==> config.mk <==
export PLATFORM = sky130hd
export DESIGN_NAME = uart_msg_tx
export DESIGN_NICKNAME = d
export VERILOG_FILES = /design/src/rtl/uart_msg_pkg.sv /design/src/rtl/uart_msg_tx_fifo.sv /design/src/rtl/uart_msg_tx.sv
export SDC_FILE = /design/constraint.sdc
export NUM_CORES = 1
export LEC_CHECK = 0
export CORE_MARGIN = 4
export CORE_UTILIZATION = 48
export DETAILED_ROUTE_END_ITERATION = 8
export GPL_ROUTABILITY_DRIVEN = 1
export GPL_TIMING_DRIVEN = 0
export HOLD_SLACK_MARGIN = 0.03
export PLACE_DENSITY = 0.68
export SLEW_MARGIN = 25
export SYNTH_ARGS = -nofsm -noshare
export SYNTH_HDL_FRONTEND = slang
export SYNTH_SLANG_ARGS = --single-unit
==> constraint.sdc <==
create_clock -name clk -period 6.9 [get_ports clk]
set_input_delay 1.035 -clock clk [delete_from_list [all_inputs] [get_ports clk]]
set_output_delay 1.035 -clock clk [all_outputs]
set_load 0.01 [all_outputs]
==> src/rtl/uart_msg_pkg.sv <==
// Shared definitions for the UART message link (TX serialiser and RX assembler).
// Messages are {payload[63:0], header[7:0]} and travel header byte first.
package uart_msg_pkg;

    localparam int UART_HEADER_BITS  = 8;
    localparam int UART_PAYLOAD_BITS = 64;
    localparam int UART_MSG_BITS     = UART_HEADER_BITS + UART_PAYLOAD_BITS;
    localparam int UART_MSG_BYTES    = UART_MSG_BITS / 8;

    typedef logic [UART_MSG_BITS-1:0] uart_msg_t;

    typedef enum logic [1:0] {
        IDLE = 2'd0,
        LOAD = 2'd1,
        SEND = 2'd2
    } tx_state_e;

    // Plain-vector encodings of the sequencer states for state registers and debug ports.
    localparam logic [1:0] ST_IDLE = IDLE;
    localparam logic [1:0] ST_LOAD = LOAD;
    localparam logic [1:0] ST_SEND = SEND;

endpackage

==> src/rtl/uart_msg_tx_fifo.sv <==
// Synchronous FIFO with registered full/empty flags derived from a registered count.
// Pushes while full and pops while empty are ignored, so the count never over- or underflows.
module msg_fifo #(
    parameter int WIDTH = 72,
    parameter int DEPTH = 4
) (
    input  logic             clk,
    input  logic             reset,
    input  logic             push,
    input  logic [WIDTH-1:0] wdata,
    input  logic             pop,
    output logic [WIDTH-1:0] rdata,
    output logic             full,
    output logic             empty
);

    localparam int AW = $clog2(DEPTH);
    localparam int CW = $clog2(DEPTH + 1);

    logic [WIDTH-1:0] mem_q [DEPTH];
    logic [WIDTH-1:0] mem_d [DEPTH];
    logic [AW-1:0]    wr_ptr_q, wr_ptr_d;
    logic [AW-1:0]    rd_ptr_q, rd_ptr_d;
    logic [CW-1:0]    count_q, count_d;
    logic             full_q, full_d;
    logic             empty_q, empty_d;
    logic             do_push, do_pop;

    always_comb begin
        do_push  = push && !full_q;
        do_pop   = pop && !empty_q;
        mem_d    = mem_q;
        wr_ptr_d = wr_ptr_q;
        rd_ptr_d = rd_ptr_q;
        count_d  = count_q;
        if (do_push) begin
            mem_d[wr_ptr_q] = wdata;
            wr_ptr_d        = wr_ptr_q + 1'b1;
        end
        if (do_pop) begin
            rd_ptr_d = rd_ptr_q + 1'b1;
        end
        if (do_push && !do_pop) begin
            count_d = count_q + 1'b1;
        end else if (!do_push && do_pop) begin
            count_d = count_q - 1'b1;
        end
        full_d  = (count_d == CW'(DEPTH));
        empty_d = (count_d == '0);
    end

    // Storage is not reset: flushing the pointers and count is enough to discard it.
    always_ff @(posedge clk) begin
        mem_q <= mem_d;
    end

    always_ff @(posedge clk) begin
        if (reset) begin
            wr_ptr_q <= '0;
            rd_ptr_q <= '0;
            count_q  <= '0;
            full_q   <= 1'b0;
            empty_q  <= 1'b1;
        end else begin
            wr_ptr_q <= wr_ptr_d;
            rd_ptr_q <= rd_ptr_d;
            count_q  <= count_d;
            full_q   <= full_d;
            empty_q  <= empty_d;
        end
    end

    assign rdata = mem_q[rd_ptr_q];
    assign full  = full_q;
    assign empty = empty_q;

endmodule

==> src/rtl/uart_msg_tx.sv <==
// Buffers whole 72-bit messages and serialises each as 9 bytes, header first, over valid/ready.
// Handshake: a byte moves on a clock edge where tx_valid && tx_ready; tx_valid/tx_data hold until then.
module uart_msg_tx
    import uart_msg_pkg::*;
#(
    parameter int FIFO_DEPTH = 4,
    parameter int MSG_BYTES  = UART_MSG_BYTES
) (
    input  logic            clk,
    input  logic            reset,
    input  logic            uart_out_req,
    input  uart_msg_t       uart_out_msg,
    output logic            uart_out_full,
    output logic            msg_dropped,
    output logic [7:0]      tx_data,
    output logic            tx_valid,
    input  logic            tx_ready,
    output logic            busy,
    output logic [1:0]      dbg_state
);

    localparam int CNT_W = $clog2(MSG_BYTES);

    logic [1:0]       state_q, state_d;
    uart_msg_t        shift_q, shift_d;
    logic [CNT_W-1:0] cnt_q, cnt_d;
    logic             tx_valid_q, tx_valid_d;
    logic             dropped_q, dropped_d;
    logic             busy_q, busy_d;
    logic             fifo_pop;
    logic             fifo_full, fifo_empty;
    uart_msg_t        fifo_rdata;

    msg_fifo #(
        .WIDTH (UART_MSG_BITS),
        .DEPTH (FIFO_DEPTH)
    ) u_fifo (
        .clk   (clk),
        .reset (reset),
        .push  (uart_out_req),
        .wdata (uart_out_msg),
        .pop   (fifo_pop),
        .rdata (fifo_rdata),
        .full  (fifo_full),
        .empty (fifo_empty)
    );

    always_comb begin
        state_d    = state_q;
        shift_d    = shift_q;
        cnt_d      = cnt_q;
        tx_valid_d = tx_valid_q;
        fifo_pop   = 1'b0;
        case (state_q)
            ST_IDLE: begin
                if (!fifo_empty) state_d = ST_LOAD;
            end
            ST_LOAD: begin
                fifo_pop   = 1'b1;
                shift_d    = fifo_rdata;
                cnt_d      = '0;
                tx_valid_d = 1'b1;
                state_d    = ST_SEND;
            end
            ST_SEND: begin
                // tx_valid_q is high for the whole of SEND, so tx_ready alone marks a handshake.
                if (tx_ready) begin
                    shift_d = shift_q >> 8;
                    cnt_d   = cnt_q + 1'b1;
                    if (cnt_q == CNT_W'(MSG_BYTES - 1)) begin
                        tx_valid_d = 1'b0;
                        // Skipping IDLE keeps the inter-frame gap to the single LOAD cycle.
                        state_d    = fifo_empty ? ST_IDLE : ST_LOAD;
                    end
                end
            end
            default: begin
                state_d    = ST_IDLE;
                tx_valid_d = 1'b0;
            end
        endcase
        dropped_d = uart_out_req && fifo_full;
        busy_d    = (uart_out_req && !fifo_full) || !fifo_empty || (state_d != ST_IDLE);
    end

    always_ff @(posedge clk) begin
        if (reset) begin
            state_q    <= ST_IDLE;
            shift_q    <= '0;
            cnt_q      <= '0;
            tx_valid_q <= 1'b0;
            dropped_q  <= 1'b0;
            busy_q     <= 1'b0;
        end else begin
            state_q    <= state_d;
            shift_q    <= shift_d;
            cnt_q      <= cnt_d;
            tx_valid_q <= tx_valid_d;
            dropped_q  <= dropped_d;
            busy_q     <= busy_d;
        end
    end

    // The low byte of the shift register is the current byte; it is zero once a frame is fully shifted out.
    assign tx_data       = shift_q[7:0];
    assign tx_valid      = tx_valid_q;
    assign msg_dropped   = dropped_q;
    assign busy          = busy_q;
    assign uart_out_full = fifo_full;
    assign dbg_state     = state_q;

endmodule

# Yosys cells after proc, flatten, opt, wreduce, memory -nomap -nowiden
# Cells that the tools add are included.
# word_totals
latch_bits,0
inputBits,76
ff_bits,378
mem_bits_rw,0
rom_bits,0
n_memories,0
wordCells,71
# op_classes
addsub,5
eq_ne,6
shifts,0
n_mux,21
div_mod_pow,0
bitwise_logic,3
mul,0
order_cmp,3
n_reduce_logical,18
# op_table
op,n
288-bit bitwise mux,1
72-bit 2-to-1 mux,4
72-bit binary-select mux with 2-bit select,1
72-bit demux with 2-bit select,1
72-bit one-hot mux with 2 select lines,1
4-bit one-hot mux with 2 select lines,1
3-bit greater-or-equal comparator (second input constant),2
1-bit logical AND,6
2-bit 2-to-1 mux,3
3-bit 2-to-1 mux,2
2-bit NOT with 3-bit output,2
2-bit one-hot mux with 3 select lines,1
2-bit by 1-bit adder with 2-bit output (second input constant),2
4-bit by 1-bit adder with 4-bit output (second input constant),1
4-bit equality test (second input constant),1
1-bit zero test,4
1-bit 2-to-1 mux,4
4-bit 2-to-1 mux,1
2-bit != test (second input constant),2
2-bit nonzero test,2
3-bit by 1-bit adder with 3-bit output (second input constant),1
3-bit equality test (second input constant),1
3-bit zero test,1
3-bit by 1-bit less-than comparator with 1-bit output (second input constant),1
9 further kinds,10

# Logic depth before layout (Yosys ltp)
# Gate-level depths: netlist of the first run.
# logic_depth
ltp_word,7
mapped_depth,7
mapped_depth_nobuf,6

# Modules after synthesis
# From an unflattened synthesis of the first run, not the netlist that was laid out.
# unflattened
hier_cells,856
hier_area_um2,14492.6
# modules_own_cells
mod,seq_area_each_um2,n_inst,area_each_um2,cells_each
msg_fifo,8828.5,1,10973.0,445
uart_msg_tx,1621.6,1,3519.6,411

# Least setup slack after synthesis of the first run
# OpenSTA, ideal clock, no wires.
# synth_timing
kind,input to register
start,input uart_out_req
end,register u_fifo.mem_q[0] (netlist bit) (enable)
path_buffers,1
setup_slack_ps,3202
arrival_time_ps,3260
stages,3
required_time_ps,6462
path_cell_list,nor2b_1 > clkbuf_1 > and2_1
# synth_between
elab_chain_len,1
# synth_rtl
item,line_no,rtl
from (decl),uart_msg_tx.sv:11,"input logic uart_out_req,"
1-bit logical AND,uart_msg_tx_fifo.sv:30,do_push = push && !full_q;
to (signal assigned),uart_msg_tx_fifo.sv:54,mem_q <= mem_d;
to (decl),uart_msg_tx_fifo.sv:20,logic [WIDTH-1:0] mem_q [DEPTH];
# Every way passes these cells.
# A chain may end at the register's enable or synchronous reset.

# Worst setup path after layout of the first run
# layout_timing
start,input uart_out_req
end,register u_fifo.mem_q[242] (netlist bit) (enable)
# Same word-level chain as after synthesis.

==> results.json, run 1 <==
{
  "status": "finished clean",
  "viasPerCell": 5.77,
  "synthFlopType": "edfxtp_1",
  "areaGrowthSynthToFinish_pct": 19.0,
  "avgRoutedWirePerCell_um": 21.3,
  "fin_tns_setup_ns": 0,
  "dr_wl_met2_mm": 14.3,
  "worstPathMaxFanout": 29,
  "fmax_ghz": 0.333,
  "endpoint_kind": "register",
  "routed-wl-met3_mm": 1.60,
  "drtPass1Iterations": 5,
  "slowest_stage": "clkdlybuf4s50_1",
  "synthDistinctLibCells": 48,
  "drc": 0,
  "hold_path.class": "register to register",
  "wl_mm": 30.8,
  "holdPathEnd": "u_fifo.wr_ptr_q[1]",
  "cts_tree": "done",
  "dieArea_um2": 34000,
  "hpwlAfterDp_mm": 19.9,
  "rsz0062_at_grt": "no",
  "die_h_um": 184,
  "r2r-end": "u_fifo.mem_q[242]",
  "syn_nets": 970,
  "initial_core_util_pct": 48.7,
  "finalClockSkew_ns": 0.00969,
  "drt_iter0_markers": 707,
  "grt_max_degree": 43,
  "synth_edf_count": 288,
  "grt_pass1_wl_mm": 47.4,
  "io_pins": 90,
  "grt_overflow": 0,
  "htreeDepth": 2,
  "critPathLaunchType": "input pin",
  "final_cell_count_no_fill": 1446,
  "path_cells": "clkdlybuf4s50_1, nor2b_1, clkbuf_1, and2_4, buf_12, buf_12",
  "worst-r2r-cell-count": 5,
  "clockBufferDepth": 3,
  "p_leak_nw": 5.81,
  "syn_area_per_cell_um2": 16.9,
  "holdCritStartpoint": "u_fifo.wr_ptr_q[1]",
  "placed_cells": 1375,
  "core_area_um2": 30700,
  "finalHoldViolations": 0,
  "row_count": 64,
  "worst_pin_slew_ns": 0.609,
  "diodes": 0,
  "reg2reg_slack_ns": 4.61,
  "num_vias": 8344,
  "fill_cells": 2304,
  "numClockSinks": 378,
  "maxCapViolations": 0,
  "async_flop_share_pct": 0,
  "worstHoldPathCells": 2,
  "critPathKind": "input pin to register",
  "layout_common_cells": "edfxtp_1, dfxtp_1, clkdlybuf4s50_1",
  "die_w_um": 184,
  "slowest_delay_ns": 0.50,
  "crit_top_cell": "buf_12",
  "cts-root-buf": "clkbuf_16",
  "port_buffers": 87,
  "cts_buffers": 39,
  "gp_congestion": 0.828,
  "timing.rr.start": "u_fifo.full",
  "post_cts_resized": 0,
  "detail-route-antenna-nets": 0,
  "setup_violations": 0,
  "slew-limit-headroom_pct": 59.4,
  "antenna_found_initial": 0,
  "clk_latency_ns": 0.52,
  "hold_buffers": 0,
  "drt-met1-wl_mm": 14.3,
  "arrival_ns": 3.21,
  "fin_nets": 1104,
  "netlist_instances": 886,
  "mostFrequentLayoutCell": "edfxtp_1",
  "cts.clk_slew.worst_paths_ns": 0.06,
  "top_layer": "met4",
  "period_share_pct": 43.6,
  "yosys_register_bits": 378,
  "peakVddDrop_uv": 164,
  "p_per_area_nw_per_um2": 327,
  "grt_pass1_vias": 8278,
  "cts_setup_buffers": 0,
  "ys_seq_area_share_pct": 70.0,
  "yosysWarnings": 0,
  "whs_ns": 0.507,
  "crit_required_ns": 7.10,
  "final_max_slew_viol_count": 0,
  "min_period_ns": 3.01,
  "synth_area_um2": 14900,
  "grt_usage_pct": 18.0,
  "drive_above_1_share_pct": 17.3
}
layout make-up:
class / count / area, um2 / area share (%)
Clock inverter: 16 / 211 / 1.19
Inverter: 8 / 30.0 / 0.169
Clock buffer: 55 / 1120 / 6.30
Tap cell: 396 / 495 / 2.79
Buffer: 75 / 398 / 2.24
Multi-Input combinational cell: 425 / 4070 / 22.9
Sequential cell: 378 / 10500 / 58.8
Timing Repair Buffer: 93 / 998 / 5.62
report_power, final:
part | switching, W | internal (W) | total [W] | leakage [nW]
Sequential | 0.000120 | 0.00266 | 0.00278 | 3.38
Clock | 0.000833 | 0.00132 | 0.00215 | 0.637
Combinational | 0.000463 | 0.000406 | 0.000869 | 1.79
critical path: cells and delay by family:
family                 cells  cell delay, ns
buffers and inverters      4            1.38
and+or+nand+nor            2            0.76
cell families (layout without fill, tap and decap cells):
| kind of cell | Yosys count | in the layout | synth area share, % |
|---|---|---|---|
| AOI/OAI and AO/OA | 157 | 157 | 7.28 |
| xor gates and xnor gates | 5 | 5 | 0.293 |
| adders and majority gates | 8 | 8 | 0.670 |
| buffers and inverters | 83 | 247 | 2.87 |
| DFF | 378 | 378 | 70.0 |
| muxes | 137 | 137 | 15.2 |
| and+or+nand+nor | 118 | 118 | 3.69 |
how the worst max path moves through the flow:
stage / from / to / slack [ns] / cells past startpoint
5_1_grt: uart_out_req / u_fifo.mem_q[242] / 3.73 / 6
3_5_place_dp: uart_out_req / u_fifo.mem_q[240] / 3.37 / 6
4_1_cts: uart_out_req / u_fifo.mem_q[261] / 3.90 / 6
3_3_place_gp: uart_out_req / u_fifo.mem_q[235] / 1.12 / 4
6_report: uart_out_req / u_fifo.mem_q[242] / 3.89 / 6
2_1_floorplan: uart_out_req / u_fifo.mem_q[0] / 3.20 / 3
sequential cells by signal (all words and copies together) (netlist names):
signal and flops:
u_fifo.mem_q 288, shift_q 72, cnt_q 4, u_fifo.count_q 3, dbg_state 2, u_fifo.rd_ptr_q 2
u_fifo.wr_ptr_q 2, busy 1, msg_dropped 1, tx_valid 1, u_fifo.empty 1, u_fifo.full 1
synth_stat cells, types with 3 or more instances:
cell / number / share of area, %
dfxtp_1: 90 / 12
nand2_1: 71 / 1.8
nand2b_1: 3 / 0.13
inv_1: 7 / 0.18
xnor2_1: 4 / 0.23
a22oi_1: 8 / 0.40
a31oi_1: 3 / 0.13
buf_6: 7 / 0.53
buf_2: 18 / 0.60
buf_4: 11 / 0.55
ha_1: 8 / 0.67
and2_1: 5 / 0.21
a211oi_1: 3 / 0.15
buf_1: 6 / 0.15
edfxtp_1: 288 / 58
clkbuf_1: 33 / 0.83
nor2_1: 20 / 0.50
mux4_2: 72 / 11
a21oi_1: 68 / 2.3
a221oi_1: 64 / 3.8
mux2i_1: 64 / 4.3
metal layers:
| layer | global-route usage (%) | vias to the layer above |
|---|---|---|
| met1 | 27.4 | 4251 |
| met2 | 27.7 | 217 |
| li1 | - | 3821 |
| met3 | 2.74 | 55 |
| met5 | 0 | - |
| met4 | 4.32 | 0 |
through the flow:
| step | total power, W | area [um2] | utilization (%) | setup slack [ns] |
|---|---|---|---|---|
| after floorplan | 0.00339 | 14900 | - | 3.20 |
| final | 0.00580 | 17800 | 57.9 | 3.89 |
| after detailed placement | 0.00370 | 16400 | 53.6 | 3.37 |
| after global routing | 0.00606 | 17800 | 57.9 | 3.73 |
| after global placement | 0.00367 | 16300 | 53.1 | 1.12 |
| after CTS | 0.00585 | 17800 | 57.9 | 3.90 |
No activity file was read; power rests on OpenSTA's default activity.
==> inputs of run 2 (changes only) <==
--- a/config.mk
+++ b/config.mk
@@ -11,7 +11,7 @@
 export GPL_ROUTABILITY_DRIVEN = 1
 export GPL_TIMING_DRIVEN = 0
 export HOLD_SLACK_MARGIN = 0.03
-export PLACE_DENSITY = 0.68
+export PLACE_DENSITY = 0.7
 export SLEW_MARGIN = 25
 export SYNTH_ARGS = -nofsm -noshare
 export SYNTH_HDL_FRONTEND = slang
==> constraint.sdc (replaced) <==
create_clock -name clk -period 2.5 [get_ports clk]
set_input_delay 0.375 -clock clk [delete_from_list [all_inputs] [get_ports clk]]
set_output_delay 0.375 -clock clk [all_outputs]
set_load 0.01 [all_outputs]
==> run 2 against run 1 <==
  * Final area down 0.69%
  * Critical path depth is 1 lower
  * Power increased to 2.7 times the previous value
  * Clock-buffer cell count down 2
  * Clock skew grew 0.0084 ns
  * Sequential power rose to 2.8 times the previous value
  * Non-clock buffer count fell by 2
  * Register-to-register slack got worse by 4.3 ns
  * Global-route usage down 0.45 points
  * Die area stayed put
  * Clock power increased to 2.6 times the previous value
  * Routed wire length down 3.1%
  * Largest cell class unchanged
  * Largest power group unchanged
==> results.json, run 2 (synthesized netlist as in run 1, its figures left out) <==
{
  "grtUsageMet3_pct": 3.10,
  "gp_congestion": 0.809,
  "drtPass1Iterations": 5,
  "reg_top3": "u_fifo.mem_q (288), shift_q (72), cnt_q (4)",
  "drc": 0,
  "hold_buffers": 0,
  "dieArea_um2": 34000,
  "grt_usage_pct": 17.5,
  "cts_setup_buffers": 0,
  "avgRoutedWirePerCell_um": 20.7,
  "crit_required_ns": 2.68,
  "clockPowerShare_pct": 35.7,
  "arrival_ns": 2.45,
  "met1_usage_pct": 26.4,
  "path_cells": "clkdlybuf4s50_1, nor2b_1, clkbuf_1, and2_4, buf_12",
  "critPathLaunchType": "input pin",
  "clk_latency_ns": 0.51,
  "row_count": 64,
  "port_buffers": 87,
  "internal_power_w": 0.0118,
  "peakVddDrop_uv": 597,
  "p_sw_share_pct": 24.4,
  "p_seq_share_pct": 49.2,
  "slowest_stage": "and2_4",
  "numClockSinks": 378,
  "critPathKind": "input pin to register",
  "cts-root-buf": "clkbuf_16",
  "cts.clk_slew.worst_paths_ns": 0.06,
  "slowest_delay_ns": 0.60,
  "grt_max_degree": 41,
  "final_max_slew_viol_count": 0,
  "die_h_um": 184,
  "fill_cells": 2348,
  "viasPerCell": 5.71,
  "placed_area_um2": 16400,
  "grt_overflow": 0,
  "core_area_um2": 30700,
  "grt_busiest_layer": "met2",
  "mostFrequentLayoutCell": "edfxtp_1",
  "cts_buffers": 39,
  "p_per_area_nw_per_um2": 886,
  "detail-route-antenna-nets": 0,
  "finalClockSkew_ns": 0.0181,
  "diodes": 0,
  "post_cts_resized": 0,
  "endpoint_kind": "register",
  "clockBufferDepth": 3,
  "slew-limit-headroom_pct": 60.2,
  "worst_pin_slew_ns": 0.598,
  "hold_path.class": "input pin to register",
  "largest-register": "u_fifo.mem_q",
  "drive_above_1_share_pct": 16.6,
  "rsz0062_at_grt": "no",
  "multiInputGateArea_um2": 4070,
  "fin_nets": 1102,
  "hpwlAfterDp_mm": 19.5,
  "min_period_ns": 2.26,
  "p_leak_nw": 5.76,
  "use_met2_pct": 27.3,
  "num_vias": 8231,
  "place_ws_ns": -0.328,
  "die_w_um": 184,
  "layout_common_cells": "edfxtp_1, dfxtp_1, clkdlybuf4s50_1",
  "pwr-share-comb_pct": 15.2,
  "status": "finished clean",
  "period_share_pct": 90.6,
  "power_switching_w": 0.00381,
  "fmax_ghz": 0.442,
  "antenna_found_initial": 0,
  "grt_pass1_wl_mm": 46.7,
  "largest_reg_flops": 288,
  "areaGrowthSynthToFinish_pct": 18.2,
  "whs_ns": 0.304,
  "cts_tree": "done",
  "seq_area_um2": 10500,
  "grt_pass1_vias": 8333,
  "setup_violations": 0,
  "htreeDepth": 2,
  "wl_mm": 29.8,
  "finalHoldViolations": 0,
  "drt_iter0_markers": 654,
  "finalWorstSetupSlack_ns": 0.236,
  "worstPathMaxFanout": 37,
  "initial_core_util_pct": 48.7,
  "io_pins": 90,
  "stdcell_area_um2": 17600,
  "maxCapViolations": 0
}
==> run 2: power by group through the flow <==
stage	Sequential, W	Clock (W)	Combinational, W
4_1_cts	0.00768	0.00567	0.00240
5_1_grt	0.00773	0.00597	0.00259
6_report	0.00768	0.00557	0.00237
2_1_floorplan	0.00769	0	0.00165
3_3_place_gp	0.00780	0	0.00231
3_5_place_dp	0.00781	0	0.00238
==> run 2: path summary, 6_finish.rpt <==
| path | slack, ns | startpoint | cells past startpoint | end |
|---|---|---|---|---|
| setup / recovery | 0.24 | uart_out_req | 5 | u_fifo.mem_q[52] |
| hold / removal | 0.30 | tx_ready | 3 | dbg_state[0] |
| setup reg to reg | 0.29 | u_fifo.full | 4 | u_fifo.mem_q[52] |
| hold reg to reg | 0.52 | cnt_q[3] | 2 | cnt_q[3] |
==> run 2: metal layers <==
layer,up-vias,routed length [um]
li1,3806,-
met1,4180,13700
met2,210,14100
met3,35,1570
met4,0,433
met5,-,0
==> run 2: critical path: cells and delay by family <==
family | cells | cell delay (ns)
buf+inv | 3 | 1.16
simple gates | 2 | 0.87
==> run 2: cell type report <==
type,count,share of cell area [%]
sequential,378,59.2
multi-input combinational,425,23.0
clock buffer,53,6.18
timing repair buffer,91,5.52
tap,396,2.81
buffer,75,2.26
clock inverter,15,0.801
inverter,8,0.170
==> run 2: stage by stage <==
stage | std cells | util [%] | TNS [ns] | power (W)
after floorplan | 886 | - | 0 | 0.00934
after global placement | 1369 | 53.2 | -310.39 | 0.0101
after detailed placement | 1373 | 53.5 | -47.99 | 0.0102
after CTS | 1441 | 57.5 | 0 | 0.0157
after global routing | 1441 | 57.5 | 0 | 0.0163
final | 1441 | 57.5 | 0 | 0.0156
